==> src/rtl/rx_ber_errblk_ctrl_pkg.sv <==
// Shared PCS receive definitions: BER/snapshot
// state encodings and 66b sync-header constants.
package rx_ber_errblk_ctrl_pkg;

  typedef enum logic [1:0] {
    INIT  = 2'd0,
    TEST  = 2'd1,
    HIBER = 2'd2
  } ber_state_e;

  typedef enum logic [1:0] {
    SIDLE = 2'd0,
    SCAP  = 2'd1,
    SACK  = 2'd2
  } snap_state_e;

  localparam logic [1:0] SH_DATA = 2'b01;
  localparam logic [1:0] SH_CTRL = 2'b10;

  localparam int TIMER_CYCLES_156M = 19531;

  localparam int TIMER_W = 20;
  localparam int WIN_W   = 8;
  localparam int CNT_W   = 6;
  localparam int TOT_W   = 16;

  function automatic logic sh_bad(
    input logic       valid,
    input logic [1:0] sh
  );
    return valid && (sh != SH_DATA) && (sh != SH_CTRL);
  endfunction

endpackage

==> src/rtl/rx_ber_window_timer.sv <==
// BER window timer with window-end strobe and a
// saturating completed-window counter.
module rx_ber_window_timer
  import rx_ber_errblk_ctrl_pkg::*;
#(
  parameter int TIMER_CYCLES = TIMER_CYCLES_156M,
  parameter int SAT_WINDOWS  = 255
) (
  input  logic             clk,
  input  logic             rst_n,
  input  logic             run,
  input  logic             win_clr,
  output logic             win_end,
  output logic [WIN_W-1:0] win_cnt
);

  localparam logic [TIMER_W-1:0] T_LAST =
    TIMER_W'(TIMER_CYCLES - 1);
  localparam logic [WIN_W-1:0] W_SAT =
    WIN_W'(SAT_WINDOWS);

  logic [TIMER_W-1:0] timer;

  assign win_end = run && (timer == T_LAST);

  always_ff @(posedge clk or negedge rst_n) begin
    if (!rst_n) begin
      timer   <= '0;
      win_cnt <= '0;
    end else begin
      if (!run || win_end) begin
        timer <= '0;
      end else begin
        timer <= timer + 1'b1;
      end
      // a window closing on the clear cycle still counts
      if (win_clr) begin
        win_cnt <= win_end ? WIN_W'(1) : '0;
      end else if (win_end && (win_cnt < W_SAT)) begin
        win_cnt <= win_cnt + 1'b1;
      end
    end
  end

endmodule

==> src/rtl/rx_ber_errblk_ctrl.sv <==
// Receive BER monitor driving hi_ber, plus the
// errored-block snapshot/clear sequencer.
module rx_ber_errblk_ctrl
  import rx_ber_errblk_ctrl_pkg::*;
#(
  parameter int TIMER_CYCLES = TIMER_CYCLES_156M,
  parameter int BER_THRESH   = 16,
  parameter int SNAP_WINDOWS = 8
) (
  input  logic             clk156,
  input  logic             rstb156,
  input  logic             blk_lock,
  input  logic             sh_valid,
  input  logic [1:0]       sh_in,
  input  logic [7:0]       errd_blks,
  input  logic             snap_req,
  output logic             hi_ber,
  output logic             clear_errblk,
  output logic             snap_ack,
  output logic [7:0]       errd_snap,
  output logic [CNT_W-1:0] ber_cnt,
  output logic [TOT_W-1:0] ber_total
);

  localparam logic [CNT_W-1:0] THR =
    CNT_W'(BER_THRESH);
  localparam logic [WIN_W-1:0] SNAP_N =
    WIN_W'(SNAP_WINDOWS);
  localparam int WIN_SAT =
    (SNAP_WINDOWS != 0) ? SNAP_WINDOWS : 255;
  localparam logic AUTO_EN = (SNAP_WINDOWS != 0);

  ber_state_e       ber_st;
  snap_state_e      snap_st;
  logic             bad;
  logic             run;
  logic             win_end;
  logic             auto_trig;
  logic             win_clr;
  logic [WIN_W-1:0] win_cnt;
  logic [CNT_W-1:0] cnt_inc;
  logic [CNT_W-1:0] cnt_new;

  assign bad       = sh_bad(sh_valid, sh_in);
  assign run       = blk_lock && (ber_st != INIT);
  assign auto_trig = AUTO_EN && (win_cnt == SNAP_N);
  assign win_clr   = (snap_st == SIDLE) && auto_trig;
  assign cnt_inc   = ber_cnt + 1'b1;
  assign cnt_new   = {{(CNT_W-1){1'b0}}, bad};

  rx_ber_window_timer #(
    .TIMER_CYCLES (TIMER_CYCLES),
    .SAT_WINDOWS  (WIN_SAT)
  ) u_timer (
    .clk     (clk156),
    .rst_n   (rstb156),
    .run     (run),
    .win_clr (win_clr),
    .win_end (win_end),
    .win_cnt (win_cnt)
  );

  // window end outranks the threshold; that header opens the new window
  always_ff @(posedge clk156 or negedge rstb156) begin
    if (!rstb156) begin
      ber_st  <= INIT;
      hi_ber  <= 1'b0;
      ber_cnt <= '0;
    end else if (!blk_lock) begin
      ber_st  <= INIT;
      hi_ber  <= 1'b0;
      ber_cnt <= '0;
    end else begin
      unique case (ber_st)
        INIT: begin
          ber_st  <= TEST;
          hi_ber  <= 1'b0;
          ber_cnt <= '0;
        end
        TEST: begin
          if (win_end) begin
            hi_ber  <= 1'b0;
            ber_cnt <= cnt_new;
          end else if (bad && (cnt_inc >= THR)) begin
            ber_st  <= HIBER;
            hi_ber  <= 1'b1;
            ber_cnt <= THR;
          end else if (bad) begin
            ber_cnt <= cnt_inc;
          end
        end
        HIBER: begin
          if (win_end) begin
            ber_st  <= TEST;
            hi_ber  <= 1'b0;
            ber_cnt <= cnt_new;
          end
        end
        default: begin
          ber_st  <= INIT;
          hi_ber  <= 1'b0;
          ber_cnt <= '0;
        end
      endcase
    end
  end

  always_ff @(posedge clk156 or negedge rstb156) begin
    if (!rstb156) begin
      ber_total <= '0;
    end else if (bad && (ber_total != '1)) begin
      ber_total <= ber_total + 1'b1;
    end
  end

  // capture and clear share one edge so no block is lost or doubled
  always_ff @(posedge clk156 or negedge rstb156) begin
    if (!rstb156) begin
      snap_st      <= SIDLE;
      clear_errblk <= 1'b0;
      snap_ack     <= 1'b0;
      errd_snap    <= '0;
    end else begin
      unique case (snap_st)
        SIDLE: begin
          snap_ack <= 1'b0;
          if (snap_req || auto_trig) begin
            snap_st      <= SCAP;
            clear_errblk <= 1'b1;
          end
        end
        SCAP: begin
          snap_st      <= SACK;
          errd_snap    <= errd_blks;
          clear_errblk <= 1'b0;
          snap_ack     <= 1'b1;
        end
        SACK: begin
          snap_st  <= SIDLE;
          snap_ack <= 1'b0;
        end
        default: begin
          snap_st      <= SIDLE;
          clear_errblk <= 1'b0;
          snap_ack     <= 1'b0;
        end
      endcase
    end
  end

endmodule

==> config.mk <==
export PLATFORM = sky130hd
export DESIGN_NAME = rx_ber_errblk_ctrl
export DESIGN_NICKNAME = d
export VERILOG_FILES = /design/src/rtl/rx_ber_errblk_ctrl_pkg.sv /design/src/rtl/rx_ber_window_timer.sv /design/src/rtl/rx_ber_errblk_ctrl.sv
export SDC_FILE = /design/constraint.sdc
export NUM_CORES = 1
export LEC_CHECK = 0
export CAP_MARGIN = 5
export CORE_MARGIN = 1.5
export CORE_UTILIZATION = 25
export DETAILED_ROUTE_END_ITERATION = 12
export GPL_TIMING_DRIVEN = 0
export REMOVE_ABC_BUFFERS = 1
export SLEW_MARGIN = 20
export SYNTH_ARGS = -nofsm -noshare
export SYNTH_HDL_FRONTEND = slang
export SYNTH_HIERARCHICAL = 1
export SYNTH_SLANG_ARGS = --single-unit
export TNS_END_PERCENT = 50
==> constraint.sdc <==
create_clock -name clk156 -period 2.79 [get_ports clk156]
set_input_delay 0.558 -clock clk156 [delete_from_list [all_inputs] [get_ports clk156]]
set_output_delay 0.558 -clock clk156 [all_outputs]
set_load 0.1 [all_outputs]
# Word-level counts from Yosys, hierarchy flattened
# Cells that the tools add are included.
# W data, S select, Z words.
# totals
elab_cells	76
out_inout_bits	33
register_bits	65
inputBits	15
# op_classes
mux	25
bitwise	1
n_addsub	4
n_lt_le_gt_ge	2
n_reduce_logical	19
n_eq_ne	15
# op_table
op	count
$mux W6	5
$add A20 B1 Y20 const B	1
$eq A20 B15 Y1 const B	1
$mux W20	1
$add A16 B1 Y16 const B	1
$mux W8	2
$ne A16 B16 Y1 const B	1
$pmux W6 S2	1
$mux W2	5
$add A8 B1 Y8 const B	1
$eq A8 B4 Y1 const B	1
$logic_and A1 B1 Y1	8
$lt A8 B4 Y1 const B	1
$mux W1	7
$add A6 B1 Y6 const B	1
$ge A6 B5 Y1 const B	1
$ne A3 B3 Y1 const B	2
$pmux W2 S3	1
$reduce_and A2 Y1	3
$ne A5 B4 Y1 const B	1
$eq A2 B1 Y1 const B	2
$eq A2 B2 Y1 const B	2
$logic_not A2 Y1	2
$ne A2 B1 Y1 const B	2
10 further kinds	13

# Logic depth before layout (Yosys ltp)
# Gate-level depths: netlist of run 1.
# depth
word_depth	8
depth_mapped	10
mapped_depth_nobuf	10

# By module
# The synthesis of run 1 kept the hierarchy.
# modules_own_cells
mod	cells_each	instances	area_each_um2	seq_area_each_um2
rx_ber_errblk_ctrl	174	1	1831.8	925.9
rx_ber_window_timer	147	1	1441.4	700.7

# Worst setup path after synthesis of run 1
# OpenSTA, ideal clock, no wires.
# synth_timing
path_type	register -> register
startpoint	register ber_total[0]
endpoint	register ber_total[12]
arrival_time_ns	2.090
stages_incl_launch_ff	7
path_buffers	0
setup_slack_ns	0.537
setup_ns	0.162
cell_sequence	dfrtp_1 > ha_1 > nand2_1 > nor3_1 > nand2_1 > nor3_1 > xor2_1
# synth_between
elab_chain_len	2
# synth_rtl
item	line	source
start: declaration	rx_ber_errblk_ctrl.sv:22	output logic [TOT_W-1:0] ber_total
start signal: assignment	rx_ber_errblk_ctrl.sv:112	ber_total <= ber_total + 1'b1;
parallel branches: the longest is 2 deep, another holds $add A16 B1 Y16	--	
# Several ways; the timed one is not identified.
# A chain may end at the register's enable or synchronous reset.

# Final worst setup path of run 1
# layout_timing
startpoint	input port blk_lock
endpoint	register ber_cnt[0]
# layout_between
elab_chain_len	5
# layout_rtl
item	line	source
start: declaration	rx_ber_errblk_ctrl.sv:12	input logic blk_lock,
$logic_and A1 B1 Y1 *	rx_ber_errblk_ctrl.sv:45	assign run = blk_lock && (ber_st != INIT);
named net run	rx_ber_errblk_ctrl.sv:36	logic run;
$logic_and A1 B1 Y1 *	rx_ber_window_timer.sv:24	assign win_end = run && (timer == T_LAST);
named net win_end	rx_ber_errblk_ctrl.sv:37	logic win_end;
$mux W6	rx_ber_errblk_ctrl.sv:81	if (win_end) begin
$pmux W6 S2	rx_ber_errblk_ctrl.sv:74	unique case (ber_st)
$mux W6	rx_ber_errblk_ctrl.sv:69	end else if (!blk_lock) begin
end signal: assignment	rx_ber_errblk_ctrl.sv:83	ber_cnt <= cnt_new;
end signal: assignment	rx_ber_errblk_ctrl.sv:89	ber_cnt <= cnt_inc;
end signal: assignment	rx_ber_errblk_ctrl.sv:96	ber_cnt <= cnt_new;
end: declaration	rx_ber_errblk_ctrl.sv:21	output logic [CNT_W-1:0] ber_cnt,
# The timed path passes the listed nets; every way through them passes the cells marked *.

==> impl_table.tex, run 1 <==
\begin{tabular}{lr}
\hline
Metric & Value \\
\hline
\multicolumn{2}{l}{\textbf{Cells and area}} \\
Net count reported at finish & 398 \\
Filler-free cell count of the finished design & 551 \\
Utilization after layout & 33.37\% \\
Area growth, synth to finish & 29.70\% \\
Number of antenna cells inserted & 0 \\
Filler cell count & 1331 \\
Fraction of final layout cells with drive strength greater than 1 & 10.55\% \\
\multicolumn{2}{l}{\textbf{Logic synthesis}} \\
Ranking of synthesized cells by area & sky130\_fd\_sc\_hd\_\_dfrtp\_1 50\%, sky130\_fd\_sc\_hd\_\_xnor2\_1 4.8\%, sky130\_fd\_sc\_hd\_\_nor2\_1 4.4\%, sky130\_fd\_sc\_hd\_\_ha\_1 3.4\%, sky130\_fd\_sc\_hd\_\_mux2\_2 3.4\% \\
Post-synthesis cell area & 3273 um2 \\
EDFF count, synth & 0 \\
Sequential element share of the synthesized area & 49.69\% \\
Fraction of registers with async set/reset & 100.0\% \\
Number of storage elements in the synthesis netlist & 65 \\
Most frequent cell after synthesis & sky130\_fd\_sc\_hd\_\_dfrtp\_1 \\
Top cell type's share of synthesized area & 49.69\% \\
Avg Inst Size Synth & 10.20 um2 \\
Most used standard cells in the synthesized netlist & 65 x sky130\_fd\_sc\_hd\_\_dfrtp\_1, 38 x sky130\_fd\_sc\_hd\_\_nor2\_1, 26 x sky130\_fd\_sc\_hd\_\_nand2\_1 \\
Top FF cell, synth & sky130\_fd\_sc\_hd\_\_dfrtp\_1 \\
Warning count from the yosys run & 6 \\
Number of unique standard cell types used by synthesis & 51 \\
Largest area contributor in the synthesized netlist & sky130\_fd\_sc\_hd\_\_dfrtp\_1 \\
Post-Synthesis Cells & 321 \\
\multicolumn{2}{l}{\textbf{Floorplan}} \\
Number of placed I/O pins & 48 \\
Initial Utilization & 25.73\% \\
Die extent in y & 117.4 um \\
Floorplan die width & 117.4 um \\
Placement row count & 41 \\
Core Area & 12720 um2 \\
Area enclosed by the die boundary & 13790 um2 \\
\multicolumn{2}{l}{\textbf{Worst setup path}} \\
Start of the worst register-to-register path & u\_timer/timer[0] \\
Critical path start-end classification & in -> reg \\
Critical path required time & 3.04 ns \\
Reg-to-reg endpoint & ber\_cnt[0] \\
Nature of the critical path startpoint & input port \\
Setup crit end kind & flip-flop \\
Arrival @ worst endpoint & 2.80 ns \\
Category of cells accounting for the largest share of critical-path delay & simple AND/OR/NAND/NOR gates \\
Library cell contributing the largest single delay on the critical path & sky130\_fd\_sc\_hd\_\_clkdlybuf4s50\_1 \\
Number of buffers and inverters on the critical path & 1 \\
Worst setup path startpoint & blk\_lock \\
Register-to-register setup slack & 0.38 ns \\
Critical path, cell by cell & clkdlybuf4s50\_1 > nor2b\_1 > nand3\_1 > nor2\_1 > nor3\_2 > or4b\_4 > a22oi\_2 \\
Worst-path maximum fanout & 6 \\
Largest stage delay, worst path & 0.58 ns \\
Depth of the worst register-to-register path & 8 \\
\multicolumn{2}{l}{\textbf{Power}} \\
Combinational share of power & 34.3\% \\
Largest voltage drop on the vdd net & 0.3533 mV \\
Switching Fraction & 40.22\% \\
P\_sw & 0.001377 W \\
Cell internal pwr & 0.002046 W \\
PwrDens & 806.3 nW/um2 \\
Static leakage & 1.762 nW \\
Power share of the clock group & 32.2\% \\
Fraction of power consumed by sequential logic & 33.4\% \\
\multicolumn{2}{l}{\textbf{Clock network}} \\
Resized cells post-CTS & 0 \\
Clock tree from TritonCTS & yes \\
Register clock-pin slew on the reported worst setup and hold paths & 0.05 ns \\
CTS sink cnt & 65 \\
Clock root cell & sky130\_fd\_sc\_hd\_\_clkbuf\_16 \\
CTS Hold Buffers Added & 0 \\
Clock Path Buffers & 2 \\
Level count of the clock H-tree & 3 \\
TritonCTS Buffers & 9 \\
Post CTS Setup Buffer Count & 0 \\
Worst-Skew Late Latency & 0.32 ns \\
\multicolumn{2}{l}{\textbf{Drt}} \\
Number of DRC markers after the initial detailed-route iteration & 177 \\
Antenna Nets Post-Route & 0 \\
Post-DR vias/cell & 4.655 \\
Final routed wirelength across all metal layers & 6961 um \\
Remaining routing DRC violations & 0 \\
Via count & 2565 \\
Iteration count of the initial detailed-routing pass & 4 \\
Wire length per cell after detailed routing & 12.63 um \\
\multicolumn{2}{l}{\textbf{Min path}} \\
Path class of the lowest-slack min-delay path & in -> async \\
\multicolumn{2}{l}{\textbf{STA}} \\
Setup repair after global routing missed its margin & no \\
Count of final setup violators & 0 \\
Transition time at the pin with the least slew margin & 0.9860 ns \\
Setup slack after layout & 0.2322 ns \\
Worst slew margin & 34.06\% \\
Hold slack final & 0.1741 ns \\
Final period utilization & 91.68\% \\
Final max-slew violation count & 0 \\
Max frequency & 0.3910 GHz \\
Tmin final & 2.558 ns \\
Hold Violations, Final & 0 \\
Worst clock skew & 0.007847 ns \\
\multicolumn{2}{l}{\textbf{Placement}} \\
Post-Place Cells & 535 \\
Post-place setup slack & -0.09884 ns \\
Total of buffers placed on input and output ports & 47 \\
Gpl congestion & 0.7703 \\
Placed wire-length estimate & 4961 um \\
\multicolumn{2}{l}{\textbf{Global routing}} \\
Met3 capacity usage during global routing & 2.967\% \\
Global router's overall resource usage & 11.03\% \\
Met2 GRT Util & 17.68\% \\
Remaining global-route overflow & 0 \\
Pin count of the biggest net entering global routing & 35 \\
Wire length of the first global-routing pass & 12500 um \\
Most Used Layer, Global Route & met2 \\
Global-route met1 utilization & 13.78\% \\
Via count of the first global-routing pass & 2547 \\
Number of antenna violations at the first check in global routing & 0 \\
\multicolumn{2}{l}{\textbf{Run status}} \\
Outcome & complete, no violations \\
\multicolumn{2}{l}{\textbf{Job}} \\
Number of maximum-capacitance constraint violations & 0 \\
\hline
\end{tabular}
power by group through the flow:
| stage | Clock [W] | Combinational (W) | Sequential [W] |
|---|---|---|---|
| CTS | 0.00114 | 0.00118 | 0.00115 |
| finish | 0.00110 | 0.00117 | 0.00114 |
| global placement | 0 | 0.00117 | 0.00116 |
| global route | 0.00117 | 0.00122 | 0.00117 |
| detailed placement | 0 | 0.00118 | 0.00116 |
| floorplan | 0 | 0.000203 | 0.00183 |
how the worst max path moves through the flow:
stage | to | slack, ns | cells after the start
5_1_grt | ber_cnt[0] | 0.05 | 7
3_3_place_gp | ber_cnt[3] | -1.05 | 1
4_1_cts | ber_cnt[0] | 0.23 | 7
6_report | ber_cnt[0] | 0.23 | 7
2_1_floorplan | ber_total[12] | 0.54 | 6
3_5_place_dp | ber_cnt[0] | -0.1 | 7
per-stage QoR:
stage / cell area (um2) / power, W / TNS (ns)
2_1_floorplan: 3246 / 0.002034 / 0
3_3_place_gp: 3931 / 0.002326 / -68.44
3_5_place_dp: 3949 / 0.002338 / -0.2205
4_1_cts: 4245 / 0.003463 / 0
5_1_grt: 4245 / 0.003559 / 0
6_report: 4245 / 0.003423 / 0
placed cells by master, fill, tap and decap left out, drive strengths merged, types with 2 or more instances in the layout:
cell type,netlist,routed
o21ai,5,5
xor2,10,10
nor4,7,7
and2,3,3
buf,4,2
nand2,27,27
nand2b,2,2
a21oi,11,11
o31a,2,2
clkinv,0,4
nand3,20,20
a31oi,2,2
nor2,38,38
xnor2,19,19
and4,2,2
clkbuf,2,10
inv,12,12
mux2i,3,3
a21o,3,3
nor3,14,14
a311oi,2,2
clkdlybuf4s50,0,46
nor3b,2,2
nor2b,11,11
and3,6,6
nand4,11,11
or3,2,2
dfrtp,65,65
mux2,10,10
ha,9,9
or4,2,2
nor4b,4,4
area by class of cell:
type                            count  area [um2]  share of cell area (%)
Clock buffer                       10       239.0                   5.629
Sequential cell                    65        1627                   38.31
Clock inverter                      6       57.56                   1.356
Timing Repair Buffer               48       488.0                   11.49
Tap cell                          172       215.2                   5.069
Inverter                           12       45.04                   1.061
Multi-Input combinational cell    238        1574                   37.08
per-layer routing:
metal | routed length [um] | vias to the layer above
met3 | 311 | 9
met1 | 3166 | 1257
li1 | - | 1242
met4 | 128 | 0
met2 | 3354 | 57
met5 | 0 | -
registers in the layout, summed over array words and instances, names as in the netlist:
signal / count
clear_errblk: 1
errd_snap: 8
ber_st: 2
u_timer/win_cnt: 8
u_timer/timer: 20
ber_total: 16
snap_st: 2
ber_cnt: 6
snap_ack: 1
hi_ber: 1
cells by family after synthesis:
logic type      Yosys count  share of synthesized area (%)
buf+inv                  18                          2.217
fa+ha+maj                 9                          3.440
xor+xnor                 29                          7.989
compound gates           33                          7.148
simple gates            154                          25.15
mux                      13                          4.358
flops                    65                          49.69
No activity file was read; power rests on OpenSTA's default activity.
==> run 2: changes to the inputs <==
Settings changed: PLACE_DENSITY_LB_ADDON set to 0.3.
==> impl_table.tex, run 2 (synthesis gave the netlist of run 1 again) <==
\begin{tabular}{lr}
\hline
Metric & Value \\
\hline
\multicolumn{2}{l}{\textbf{Run status}} \\
Outcome & complete, no violations \\
\multicolumn{2}{l}{\textbf{Global routing}} \\
Remaining global-route overflow & 0 (unchanged) \\
Global router's overall resource usage & 10.53\% (-0.50 points) \\
Number of antenna violations at the first check in global routing & 0 (unchanged) \\
Pin count of the biggest net entering global routing & 42 (+20\%) \\
Via count of the first global-routing pass & 2478 (-2.7\%) \\
Wire length of the first global-routing pass & 11960 um (-4.3\%) \\
\multicolumn{2}{l}{\textbf{STA}} \\
Setup repair after global routing missed its margin & no \\
Transition time at the pin with the least slew margin & 1.002 ns (+0.01592 ns) \\
Final max-slew violation count & 0 (unchanged) \\
Setup TNS & 0 ns (unchanged) \\
Count of final setup violators & 0 (unchanged) \\
Worst slew margin & 32.99\% (-1.1 points) \\
Final period utilization & 90.60\% (-1.1 points) \\
Hold slack final & 0.1330 ns (-0.04104 ns) \\
Hold Violations, Final & 0 (unchanged) \\
Tmin final & 2.528 ns (-0.03010 ns) \\
Max frequency & 0.3956 GHz (+1.2\%) \\
Worst clock skew & 0.005357 ns (-0.002490 ns) \\
\multicolumn{2}{l}{\textbf{Worst setup path}} \\
Depth of the worst register-to-register path & 8 (unchanged) \\
Worst setup path startpoint & blk\_lock \\
Nature of the critical path startpoint & input port \\
Register-to-register setup slack & 0.29 ns (-0.09 ns) \\
Worst-path maximum fanout & 6 (unchanged) \\
Critical path required time & 3.04 ns (about the same) \\
Reg-to-reg endpoint & ber\_cnt[0] \\
Setup crit end kind & flip-flop \\
Critical path start-end classification & in -> reg \\
Arrival @ worst endpoint & 2.78 ns (-0.02 ns) \\
Start of the worst register-to-register path & u\_timer/timer[0] \\
\multicolumn{2}{l}{\textbf{Clock network}} \\
Clock tree from TritonCTS & yes \\
Level count of the clock H-tree & 3 (unchanged) \\
Clock Path Buffers & 2 (unchanged) \\
Post CTS Setup Buffer Count & 0 (unchanged) \\
Worst-Skew Late Latency & 0.33 ns (about the same) \\
TritonCTS Buffers & 9 (unchanged) \\
Clock root cell & sky130\_fd\_sc\_hd\_\_clkbuf\_16 \\
CTS Hold Buffers Added & 0 (unchanged) \\
CTS sink cnt & 65 (unchanged) \\
Register clock-pin slew on the reported worst setup and hold paths & 0.05 ns (about the same) \\
Resized cells post-CTS & 0 (unchanged) \\
\multicolumn{2}{l}{\textbf{Power}} \\
Power share of the clock group & 29.8\% (-2.4 points) \\
Static leakage & 1.744 nW (-1.0\%) \\
Switching Fraction & 41.45\% (+1.2 points) \\
Cell internal pwr & 0.001933 W (-5.5\%) \\
Fraction of power consumed by sequential logic & 34.6\% (+1.2 points) \\
PwrDens & 785.2 nW/um2 (-2.6\%) \\
Combinational share of power & 35.7\% (+1.4 points) \\
Power consumption & 0.003302 W (-3.5\%) \\
Largest voltage drop on the vdd net & 0.3626 mV (+2.6\%) \\
P\_sw & 0.001369 W (-0.57\%) \\
\multicolumn{2}{l}{\textbf{Drt}} \\
Post-DR vias/cell & 4.586 (-1.5\%) \\
Final routed wirelength across all metal layers & 6883 um (-1.1\%) \\
Antenna Nets Post-Route & 0 (unchanged) \\
Wire length per cell after detailed routing & 12.49 um (-1.1\%) \\
Number of DRC markers after the initial detailed-route iteration & 78 (-56\%) \\
Iteration count of the initial detailed-routing pass & 4 (unchanged) \\
Remaining routing DRC violations & 0 (unchanged) \\
Via count & 2527 (-1.5\%) \\
\multicolumn{2}{l}{\textbf{Placement}} \\
Placed wire-length estimate & 4998 um (+0.75\%) \\
Total of buffers placed on input and output ports & 47 (unchanged) \\
Gpl congestion & 0.7812 (+1.4\%) \\
Post-Place Cells & 535 (unchanged) \\
\multicolumn{2}{l}{\textbf{Cells and area}} \\
Fraction of final layout cells with drive strength greater than 1 & 9.763\% (-0.79 points) \\
Utilization after layout & 33.05\% (-0.31 points) \\
Filler-free cell count of the finished design & 551 (unchanged) \\
Highest-count cells in the layout ignoring fill and taps & 65 x sky130\_fd\_sc\_hd\_\_dfrtp\_1, 46 x sky130\_fd\_sc\_hd\_\_clkdlybuf4s50\_1, 38 x sky130\_fd\_sc\_hd\_\_nor2\_1 \\
Net count reported at finish & 398 (unchanged) \\
Number of antenna cells inserted & 0 (unchanged) \\
Most frequent standard cell in the layout excluding fill and tap cells & sky130\_fd\_sc\_hd\_\_dfrtp\_1 \\
Area growth, synth to finish & 28.48\% \\
Top flop regs & u\_timer/timer (20), ber\_total (16) \\
Largest register by flop count & u\_timer/timer \\
Flip-flop count of the largest register after layout & 20 (unchanged) \\
\multicolumn{2}{l}{\textbf{Floorplan}} \\
Initial Utilization & 25.73\% (unchanged) \\
Floorplan die width & 117.4 um (unchanged) \\
Area enclosed by the die boundary & 13790 um2 (unchanged) \\
Number of placed I/O pins & 48 (unchanged) \\
Die extent in y & 117.4 um (unchanged) \\
Core Area & 12720 um2 (unchanged) \\
Placement row count & 41 (unchanged) \\
\multicolumn{2}{l}{\textbf{Min path}} \\
Path class of the lowest-slack min-delay path & in -> async \\
\multicolumn{2}{l}{\textbf{Job}} \\
Number of maximum-capacitance constraint violations & 0 (unchanged) \\
\hline
\end{tabular}
[run 2: cell types whose count changed in the layout (fill, tap and decap cells not counted), sizes merged]
cell and delta:
bufinv -1, clkbuf +2, clkinvlp -1
[run 2: area by class of cell]
type	count	area (um2)
Clock buffer	12	236.5
Clock inverter	4	20.02
Fill cell	1361	8517
Inverter	12	45.04
Multi-Input combinational cell	238	1574
Sequential cell	65	1627
Tap cell	172	215.2
Timing Repair Buffer	48	488.0
[run 2: through the flow]
stage | worst slack, ns | cell area, um2
6_report | 0.2623 | 4205
5_1_grt | 0.04868 | 4205
4_1_cts | 0.2349 | 4205
3_5_place_dp | -0.1044 | 3949
3_3_place_gp | -1.090 | 3931
2_1_floorplan | 0.5371 | 3246
[run 2: worst max-delay path, cell delays in order]
cell                              delay (ns)
sky130_fd_sc_hd__clkdlybuf4s50_1        0.59
sky130_fd_sc_hd__nor2b_1                0.33
sky130_fd_sc_hd__nand3_1                0.18
sky130_fd_sc_hd__nor2_1                 0.28
sky130_fd_sc_hd__nor3_2                 0.11
sky130_fd_sc_hd__or4b_4                 0.55
sky130_fd_sc_hd__a22oi_2                0.18
[run 2: per-layer routing]
layer	GRT usage, %	part of all wire (%)
met5	0	0
met1	14.05	50
met2	15.77	45
met4	3.549	0.54
met3	3.794	4.8
[run 2: how the worst max path moves through the flow]
stage	to	slack [ns]
2_1_floorplan	ber_total[12]	0.54
3_3_place_gp	ber_cnt[5]	-1.09
3_5_place_dp	ber_cnt[0]	-0.10
4_1_cts	ber_cnt[0]	0.23
5_1_grt	ber_cnt[3]	0.05
6_report	ber_cnt[0]	0.26
[run 2: power groups by stage]
stage	registers (W)	logic [W]	clock network, W
floorplan	0.00183	0.000203	0
global placement	0.00115	0.00118	0
detailed placement	0.00116	0.00119	0
CTS	0.00114	0.00119	0.00102
global route	0.00116	0.00122	0.00105
finish	0.00114	0.00118	0.000983
